### src/rtl/cpu_dbg_defs.sv
// Shared definitions for the CPU run monitor: FSM states,
// run-end cause codes and the default halt instruction word.
package cpu_dbg_defs;

   typedef enum logic [1:0] {
      ST_IDLE = 2'd0,
      ST_RUN  = 2'd1,
      ST_DONE = 2'd2
   } state_t;

   typedef enum logic [1:0] {
      CAUSE_NONE    = 2'd0,
      CAUSE_HALT    = 2'd1,
      CAUSE_STALL   = 2'd2,
      CAUSE_TIMEOUT = 2'd3
   } cause_t;

   localparam logic [31:0] HALT_INSTR_DEF = 32'hFC00_0000;

endpackage

### src/rtl/trace_fifo.sv
// Register-write trace FIFO, show-ahead head, sticky overflow.
// Ports: clk/reset, clear, push/din, pop/dout, empty, full, count, ovf.
module trace_fifo #(
   parameter int WIDTH = 37,
   parameter int DEPTH = 16
) (
   input  logic                   clk,
   input  logic                   reset,
   input  logic                   clear,
   input  logic                   push,
   input  logic [WIDTH-1:0]       din,
   input  logic                   pop,
   output logic [WIDTH-1:0]       dout,
   output logic                   empty,
   output logic                   full,
   output logic [$clog2(DEPTH):0] count,
   output logic                   ovf
);

   localparam int AW = $clog2(DEPTH);

   logic [WIDTH-1:0] mem [DEPTH];
   logic [AW-1:0]    wptr;
   logic [AW-1:0]    rptr;
   logic             do_pop;
   logic             do_push;

   assign empty   = (count == '0);
   assign full    = (count == (AW+1)'(DEPTH));
   assign do_pop  = pop && !empty;
   // A pop in the same cycle frees the slot, so a full FIFO still accepts
   assign do_push = push && (!full || do_pop);
   assign dout    = mem[rptr];

   always_ff @(posedge clk) begin
      if (reset || clear) begin
         wptr  <= '0;
         rptr  <= '0;
         count <= '0;
         ovf   <= 1'b0;
      end else begin
         if (do_push) wptr <= wptr + 1'b1;
         if (do_pop)  rptr <= rptr + 1'b1;
         unique case ({do_push, do_pop})
            2'b10:   count <= count + 1'b1;
            2'b01:   count <= count - 1'b1;
            default: count <= count;
         endcase
         if (push && !do_push) ovf <= 1'b1;
      end
   end

   always_ff @(posedge clk) begin
      if (do_push) mem[wptr] <= din;
   end

endmodule

### src/rtl/cpu_run_monitor.sv
// Run controller and register-write trace monitor for a single-cycle CPU.
// Ports: clk/reset, start/abort, CPU pc/instr/reg-write taps,
// cpu_en/cpu_rst, status (running/done/cause/cycles), trace read port.
module cpu_run_monitor
   import cpu_dbg_defs::*;
#(
   parameter int          ADDR_W      = 32,
   parameter int          DATA_W      = 32,
   parameter int          RADDR_W     = 5,
   parameter int          MAX_CYCLES  = 130,
   parameter int          STALL_LIMIT = 4,
   parameter logic [31:0] HALT_INSTR  = HALT_INSTR_DEF,
   parameter int          TRACE_DEPTH = 16
) (
   input  logic                           clk,
   input  logic                           reset,
   input  logic                           start,
   input  logic                           abort,
   input  logic [ADDR_W-1:0]              pc,
   input  logic [31:0]                    instr,
   input  logic                           reg_wr_en,
   input  logic [RADDR_W-1:0]             reg_wr_addr,
   input  logic [DATA_W-1:0]              reg_wr_data,
   output logic                           cpu_en,
   output logic                           cpu_rst,
   output logic                           running,
   output logic                           done,
   output logic [1:0]                     done_cause,
   output logic [31:0]                    cycle_count,
   input  logic                           trace_rd_en,
   output logic [RADDR_W+DATA_W-1:0]      trace_rd_data,
   output logic                           trace_empty,
   output logic [$clog2(TRACE_DEPTH):0]   trace_count,
   output logic                           trace_ovf
);

   localparam logic [31:0] STALL_LAST = 32'(STALL_LIMIT - 1);
   localparam logic [31:0] TIME_LAST  = 32'(MAX_CYCLES - 1);

   state_t             state;
   cause_t             cause;
   logic [31:0]        stall_cnt;
   logic [ADDR_W-1:0]  prev_pc;

   logic run;
   logic first;
   logic pc_same;
   logic hit_halt;
   logic hit_stall;
   logic hit_time;
   logic launch;
   logic push;
   logic full_unused;

   assign run       = (state == ST_RUN);
   assign first     = (cycle_count == '0);
   assign pc_same   = (pc == prev_pc);
   assign hit_halt  = (instr == HALT_INSTR);
   assign hit_stall = (stall_cnt == STALL_LAST) && pc_same;
   assign hit_time  = (cycle_count == TIME_LAST);
   assign launch    = start && !abort && !run;
   assign push      = run && reg_wr_en && (reg_wr_addr != '0);

   assign cpu_en     = run;
   assign cpu_rst    = (state == ST_IDLE);
   assign running    = run;
   assign done       = (state == ST_DONE);
   assign done_cause = cause;

   always_ff @(posedge clk) begin
      if (reset) begin
         state       <= ST_IDLE;
         cause       <= CAUSE_NONE;
         cycle_count <= '0;
         stall_cnt   <= '0;
         prev_pc     <= '0;
      end else begin
         unique case (state)
            ST_RUN: begin
               cycle_count <= cycle_count + 1'b1;
               prev_pc     <= pc;
               // prev_pc is stale on the first cycle of a run
               if (first || !pc_same) stall_cnt <= 32'd1;
               else                   stall_cnt <= stall_cnt + 1'b1;
               if (abort) begin
                  state <= ST_IDLE;
                  cause <= CAUSE_NONE;
               end else if (hit_halt) begin
                  state <= ST_DONE;
                  cause <= CAUSE_HALT;
               end else if (hit_stall) begin
                  state <= ST_DONE;
                  cause <= CAUSE_STALL;
               end else if (hit_time) begin
                  state <= ST_DONE;
                  cause <= CAUSE_TIMEOUT;
               end
            end
            default: begin
               if (abort) begin
                  state <= ST_IDLE;
                  cause <= CAUSE_NONE;
               end else if (launch) begin
                  state       <= ST_RUN;
                  cause       <= CAUSE_NONE;
                  cycle_count <= '0;
                  stall_cnt   <= '0;
               end
            end
         endcase
      end
   end

   trace_fifo #(
      .WIDTH (RADDR_W + DATA_W),
      .DEPTH (TRACE_DEPTH)
   ) u_fifo (
      .clk   (clk),
      .reset (reset),
      .clear (launch),
      .push  (push),
      .din   ({reg_wr_addr, reg_wr_data}),
      .pop   (trace_rd_en),
      .dout  (trace_rd_data),
      .empty (trace_empty),
      .full  (full_unused),
      .count (trace_count),
      .ovf   (trace_ovf)
   );

endmodule
### config.mk
export PLATFORM = sky130hd
export DESIGN_NAME = cpu_run_monitor
export DESIGN_NICKNAME = d
export VERILOG_FILES = /design/src/rtl/cpu_dbg_defs.sv /design/src/rtl/trace_fifo.sv /design/src/rtl/cpu_run_monitor.sv
export SDC_FILE = /design/constraint.sdc
export NUM_CORES = 1
export LEC_CHECK = 0
export ABC_AREA = 0
export BUFFER_PORTS_ARGS = -buffer_cell sky130_fd_sc_hd__buf_2
export CAP_MARGIN = 20
export CELL_PAD_IN_SITES_DETAIL_PLACEMENT = 2
export CELL_PAD_IN_SITES_GLOBAL_PLACEMENT = 2
export CORE_MARGIN = 8
export CORE_UTILIZATION = 48
export CTS_CLUSTER_SIZE = 20
export DETAILED_ROUTE_END_ITERATION = 7
export HOLD_SLACK_MARGIN = 0.08
export PLACE_DENSITY = 0.91
export REMOVE_ABC_BUFFERS = 1
export SYNTH_ARGS = -nofsm -noshare
export SYNTH_HDL_FRONTEND = slang
export SYNTH_HIERARCHICAL = 1
export SYNTH_SLANG_ARGS = --single-unit
export TNS_END_PERCENT = 100
### constraint.sdc
create_clock -name clk -period 15.4 [get_ports clk]
set_input_delay 2.31 -clock clk [delete_from_list [all_inputs] [get_ports clk]]
set_output_delay 2.31 -clock clk [all_outputs]
set_load 0.01 [all_outputs]
-- Word level (Yosys, flattened, before mapping)
Memory sizes are Yosys's and may differ from the RTL's. A register that Yosys moved wholly into a read port is not among the register bits.
Index checks and enable logic that the tools add are counted.
- memories kept: 1
- bits of input ports: 107
- flip-flop bits (word level): 114
- output and inout port bits: 82
- word-level logic and storage cells: 77
- memory bits (writable): 592
- equality and inequality tests: 11
- $add $sub $neg: 6
- reduce and logical (&&, ||, !) cells: 26
- mux-type cells: 24
- memory list (memory ; words ; width ; rd ports ; clocked after memory_dff ; wr ports ; line ; RTL):
    u_fifo.mem ; 16 ; 37 ; 1 ; 1 ; 1 ; trace_fifo.sv:22 ; logic [WIDTH-1:0] mem [DEPTH];
- operators by type and width (operator ; count):
    $mux 32 ; 5
    $add 32x1->32 const B ; 2
    $eq 32x2->1 const B ; 1
    $eq 32x32->1 ; 1
    $eq 32x32->1 const B ; 1
    $eq 32x8->1 const B ; 1
    $logic_not 32->1 ; 1
    $mux 2 ; 14
    $pmux 5 s2 ; 1
    $add 4x1->4 const B ; 2
    $logic_and 1x1->1 ; 8
    $mux 4 ; 2
    $logic_not 1->1 ; 6
    $add 5x1->5 const B ; 1
    $eq 5x5->1 const B ; 1
    $logic_not 5->1 ; 1
    $ne 5x2->1 const B ; 1
    $reduce_bool 5->1 ; 1
    $sub 5x1->5 const B ; 1
    $eq 2x1->1 const B ; 2
    $eq 2x2->1 const B ; 2
    $reduce_and 2->1 ; 2
    $reduce_bool 2->1 ; 2
    $logic_or 1x1->1 ; 3
    other kinds (4) ; 5

-- Longest topological paths before layout
- depth in word-level cells: 7
- mapped depth: 14
- gate-level depth less buffers: 11

-- Hierarchy
Netlist, hierarchy kept.
- by module, submodules not included (module ; cells an instance ; times used ; area each (sq um) ; seq. area each (sq um)):
    trace_fifo ; 1040 ; 1 ; 23173.5 ; 18137.4
    cpu_run_monitor ; 674 ; 1 ; 5188.7 ; 2001.9

-- Worst setup path after synthesis
Ideal clock, no wire load.
- kind: input-to-reg
- start: input port reg_wr_addr[1]
- end: memory u_fifo.mem[0][0] (enable)
- data required time: 14877 ps
- buffers on the path: 1
- library setup time: 523 ps
- cell stages on the path: 5
- data arrival time: 6522 ps
- path slack: 8354 ps
- cell sequence: or3_1 o311a_1 clkbuf_1 o21ai_4 nor4_1
- word-level cells in the longest chain between the ends: 5
- RTL lines (what ; line ; RTL):
    from (decl) ; cpu_run_monitor.sv:22 ; input logic [RADDR_W-1:0] reg_wr_addr,
    $reduce_bool 5->1 ; cpu_run_monitor.sv:62 ; assign push = run && reg_wr_en && (reg_wr_addr != '0);
    $logic_and 1x1->1 ; cpu_run_monitor.sv:62 ;
    named net push ; cpu_run_monitor.sv:52 ; logic push;
    $logic_and 1x1->1 ; trace_fifo.sv:32 ; assign do_push = push && (!full || do_pop);
    $mux 1 ; trace_fifo.sv:54 ; if (do_push) mem[wptr] <= din;
    $mux 1 (not written as such) ; trace_fifo.sv:54 ;
    to (decl) ; trace_fifo.sv:22 ;
The timed path passes the listed nets, and every way through them passes these cells.

==> flow_metrics.env <==
export IMPL_status="completed"
export IMPL_yosys_area_share_simple=0.0794
export IMPL_syn_inst=1714
export IMPL_row_count=89
export IMPL_synth_area_leader_cell="edfxtp_1"
export IMPL_ys_warn_count=6
export IMPL_clkTransAtPathRegs_ps=60
export IMPL_port_buffers=188
export IMPL_hold_viol=0
export IMPL_drtAntennaViolNets=0
export IMPL_numCtsBuffers=76
export IMPL_clk_latency_ps=630
export IMPL_cts_buffer_depth=3
export IMPL_wirelength_mm=112
export IMPL_p_comb_frac=0.042
export IMPL_synth_area_mux_share=0.121
export IMPL_synth_top_family_by_area="multiplexers"
export IMPL_ys_types=64
export IMPL_via_count=18863
export IMPL_p_per_area_nw_per_um2=125
export IMPL_seq_area_frac_synth=0.710
export IMPL_timing_reg2reg_setup_slack_ps=10850
export IMPL_r2r_end="u_fifo/mem[10][0]"
export IMPL_pwr_share_clk=0.446
export IMPL_p_int_uw=3160
export IMPL_async_flop_share=0
export IMPL_postCtsHoldBufs=0
export IMPL_min_to="prev_pc[22]"
export IMPL_fin_skew_ps=30.7
export IMPL_ctsResizeCount=0
export IMPL_power_share_sequential=0.512
export IMPL_dp_hpwl_mm=65.6
export IMPL_nets=2047
export IMPL_synth_edf_count=592
export IMPL_final_setup_tns_ps=0
export IMPL_ys_ff_latch=710
export IMPL_crit_type="reg -> out"
export IMPL_crit_fanout=48
export IMPL_fp_coreArea_um2=58700
export IMPL_grt_pass1_wl_mm=160
export IMPL_die_w_um=259
export IMPL_floorplan_die_area_um2=67100
export IMPL_grt_util_all_layers=0.334
export IMPL_post_route_period_util=0.404
export IMPL_finalSetupViolCount=0
export IMPL_post_cts_buffers=0
export IMPL_synthMostInstantiatedCell="edfxtp_1"
export IMPL_die_h_um=259
export IMPL_p_sw_frac=0.227
export IMPL_worst_r2r_startpoint="state[0]"
export IMPL_synth_flop_cell="edfxtp_1"
export IMPL_p_leak_uw=0.0107
export IMPL_synth_top_area_share=0.627
export IMPL_final_instance_count_excl_fill=2758
export IMPL_cts_sinks=710
export IMPL_irDropWorstVdd_mv=0.0814
export IMPL_synth_cell_area_um2=28400
export IMPL_synth_xor_area_frac=0.0133
export IMPL_cts_root_buffer="clkbuf_16"
export IMPL_cts_tree="done"
export IMPL_num_io_pins=189
export IMPL_fin_hold_ws_ps=468
export IMPL_dp_cells=2619
export IMPL_min_period_ps=6230
export IMPL_synth_fa_ha_area_frac=0.00600
export IMPL_crit_path_start_kind="flip-flop"
export IMPL_place_congestion=0.771
export IMPL_grt_max_degree=67
export IMPL_crit_arrival_ps=3920
export IMPL_switching_power_uw=929
export IMPL_first_iter_violations=2172
export IMPL_synth_compound_area_frac=0.0531
export IMPL_cap_violations=0
export IMPL_syn_avg_cell_area_um2=16.5
export IMPL_worst_pin_slew_ps=1090
export IMPL_required_ps=13090
export IMPL_first_pass_iters=7
export IMPL_ff2ff_path_depth=8
export IMPL_rsz0062_at_grt="no"
export IMPL_min_path_cells=2
export IMPL_drc_errors=0
export IMPL_drive_gt1_frac=0.262
export IMPL_slew_headroom=0.272
export IMPL_grt_overflow_total=0
export IMPL_end_kind="output pin"
export IMPL_cts_htree_levels=3
export IMPL_min_path_type="reg -> reg"
export IMPL_routed_via_density=6.84
export IMPL_max_freq_mhz=161
export IMPL_antenna_found_initial=12
export IMPL_start_util=0.483
export IMPL_ys_top_cells_by_count="edfxtp_1, nand2_1, mux4_2"
export IMPL_slew_viol_final=0
export IMPL_post_drt_wl_per_cell_um=40.8
export IMPL_area_growth_pct=15.1
export IMPL_synth_area_top_cells="edfxtp_1, mux4_2, dfxtp_1, nand2_1, a22oi_1"
export IMPL_hold_start="prev_pc[22]"
export IMPL_grt_pass1_vias=20507
flip-flops by register name (all words and copies together) (netlist names), named ones only:
name / cells
u_fifo/rptr: 4
u_fifo/ovf: 1
u_fifo/mem: 592
u_fifo/wptr: 4
u_fifo/count: 5
prev_pc: 32
stall_cnt: 32
done_cause: 2
cycle_count: 32
state: 2
metal layers:
layer / GRT usage / vias to the layer above / wire [µm]
met4: 0.105 / 8 / 3760
met1: 0.434 / 10020 / 42900
met5: 0 / - / 48
met3: 0.0892 / 270 / 11400
li1: - / 7250 / -
met2: 0.546 / 1315 / 54300
per-stage QoR:
step / power [µW] / setup slack (ps) / util / instance area [µm²]
floorplan: 2220 / 6030 / - / 28000
global placement: 2280 / 9570 / 0.515 / 30200
detailed placement: 2300 / 9450 / 0.515 / 30200
CTS: 4110 / 8700 / 0.555 / 32600
global route: 4170 / 8860 / 0.556 / 32600
finish: 4090 / 9170 / 0.556 / 32600
power groups by stage:
| stage | clock network (µW) | registers [µW] | logic [µW] |
|---|---|---|---|
| finish | 1820 | 2090 | 171 |
| global route | 1890 | 2090 | 182 |
| CTS | 1850 | 2090 | 170 |
| detailed placement | 0 | 2130 | 164 |
| global placement | 0 | 2130 | 144 |
| floorplan | 0 | 2140 | 79.7 |
critical path, cell delays in order (launching register included):
cell and delay, ps:
dfxtp_4 440, buf_4 280, buf_16 330, buf_4 840, mux4_2 630, a22oi_1 320
nand2_1 170, buf_2 180
cells in the final DEF, fill, tap and decap left out, types with 16 or more instances in the layout:
| master | synthesis | final |
|---|---|---|
| nand2_1 | 170 | 170 |
| buf_2 | 19 | 188 |
| nand4_1 | 31 | 31 |
| a21oi_1 | 58 | 58 |
| buf_4 | 2 | 32 |
| a22oi_1 | 76 | 76 |
| edfxtp_1 | 592 | 592 |
| or3_1 | 16 | 16 |
| nor4_1 | 42 | 37 |
| clkbuf_1 | 61 | 21 |
| nor3_1 | 25 | 25 |
| inv_1 | 27 | 27 |
| o21ai_0 | 26 | 26 |
| nor2_1 | 56 | 51 |
| xor2_1 | 38 | 38 |
| dfxtp_1 | 118 | 116 |
| nand3_1 | 47 | 47 |
| clkbuf_16 | 0 | 79 |
| mux4_2 | 148 | 148 |
how the worst max path moves through the flow:
stage / slack, ps / startpoint / depth (start not counted) / to
detailed placement: 9450 / flip-flop / 6 / trace_rd_data[35]
finish: 9170 / flip-flop / 7 / trace_rd_data[35]
CTS: 8700 / flip-flop / 6 / trace_rd_data[35]
global route: 8860 / flip-flop / 7 / trace_rd_data[35]
global placement: 9570 / flip-flop / 6 / trace_rd_data[35]
floorplan: 6030 / flip-flop / 3 / trace_rd_data[0]
layout make-up:
class / count / area, µm²
Timing Repair Buffer: 223 / 1250
Antenna cell: 3 / 7.51
Multi-Input combinational cell: 887 / 7830
Fill cell: 5083 / 26000
Clock buffer: 105 / 2120
Tap cell: 773 / 967
Inverter: 29 / 114
Sequential cell: 710 / 20100
Clock inverter: 28 / 211
kinds of logic (layout without fill, tap and decap cells):
| kind of cell | Yosys count | in the layout |
|---|---|---|
| adder cells (fa/ha/maj) | 13 | 13 |
| buffers and inverters | 117 | 385 |
| multiplexers | 157 | 157 |
| XOR/XNOR | 43 | 43 |
| AND/OR/NAND/NOR | 451 | 451 |
| other | 0 | 3 |
| AO/OA/AOI/OAI | 223 | 223 |
| flip-flops | 710 | 710 |
(Power assumes the default switching activity.)
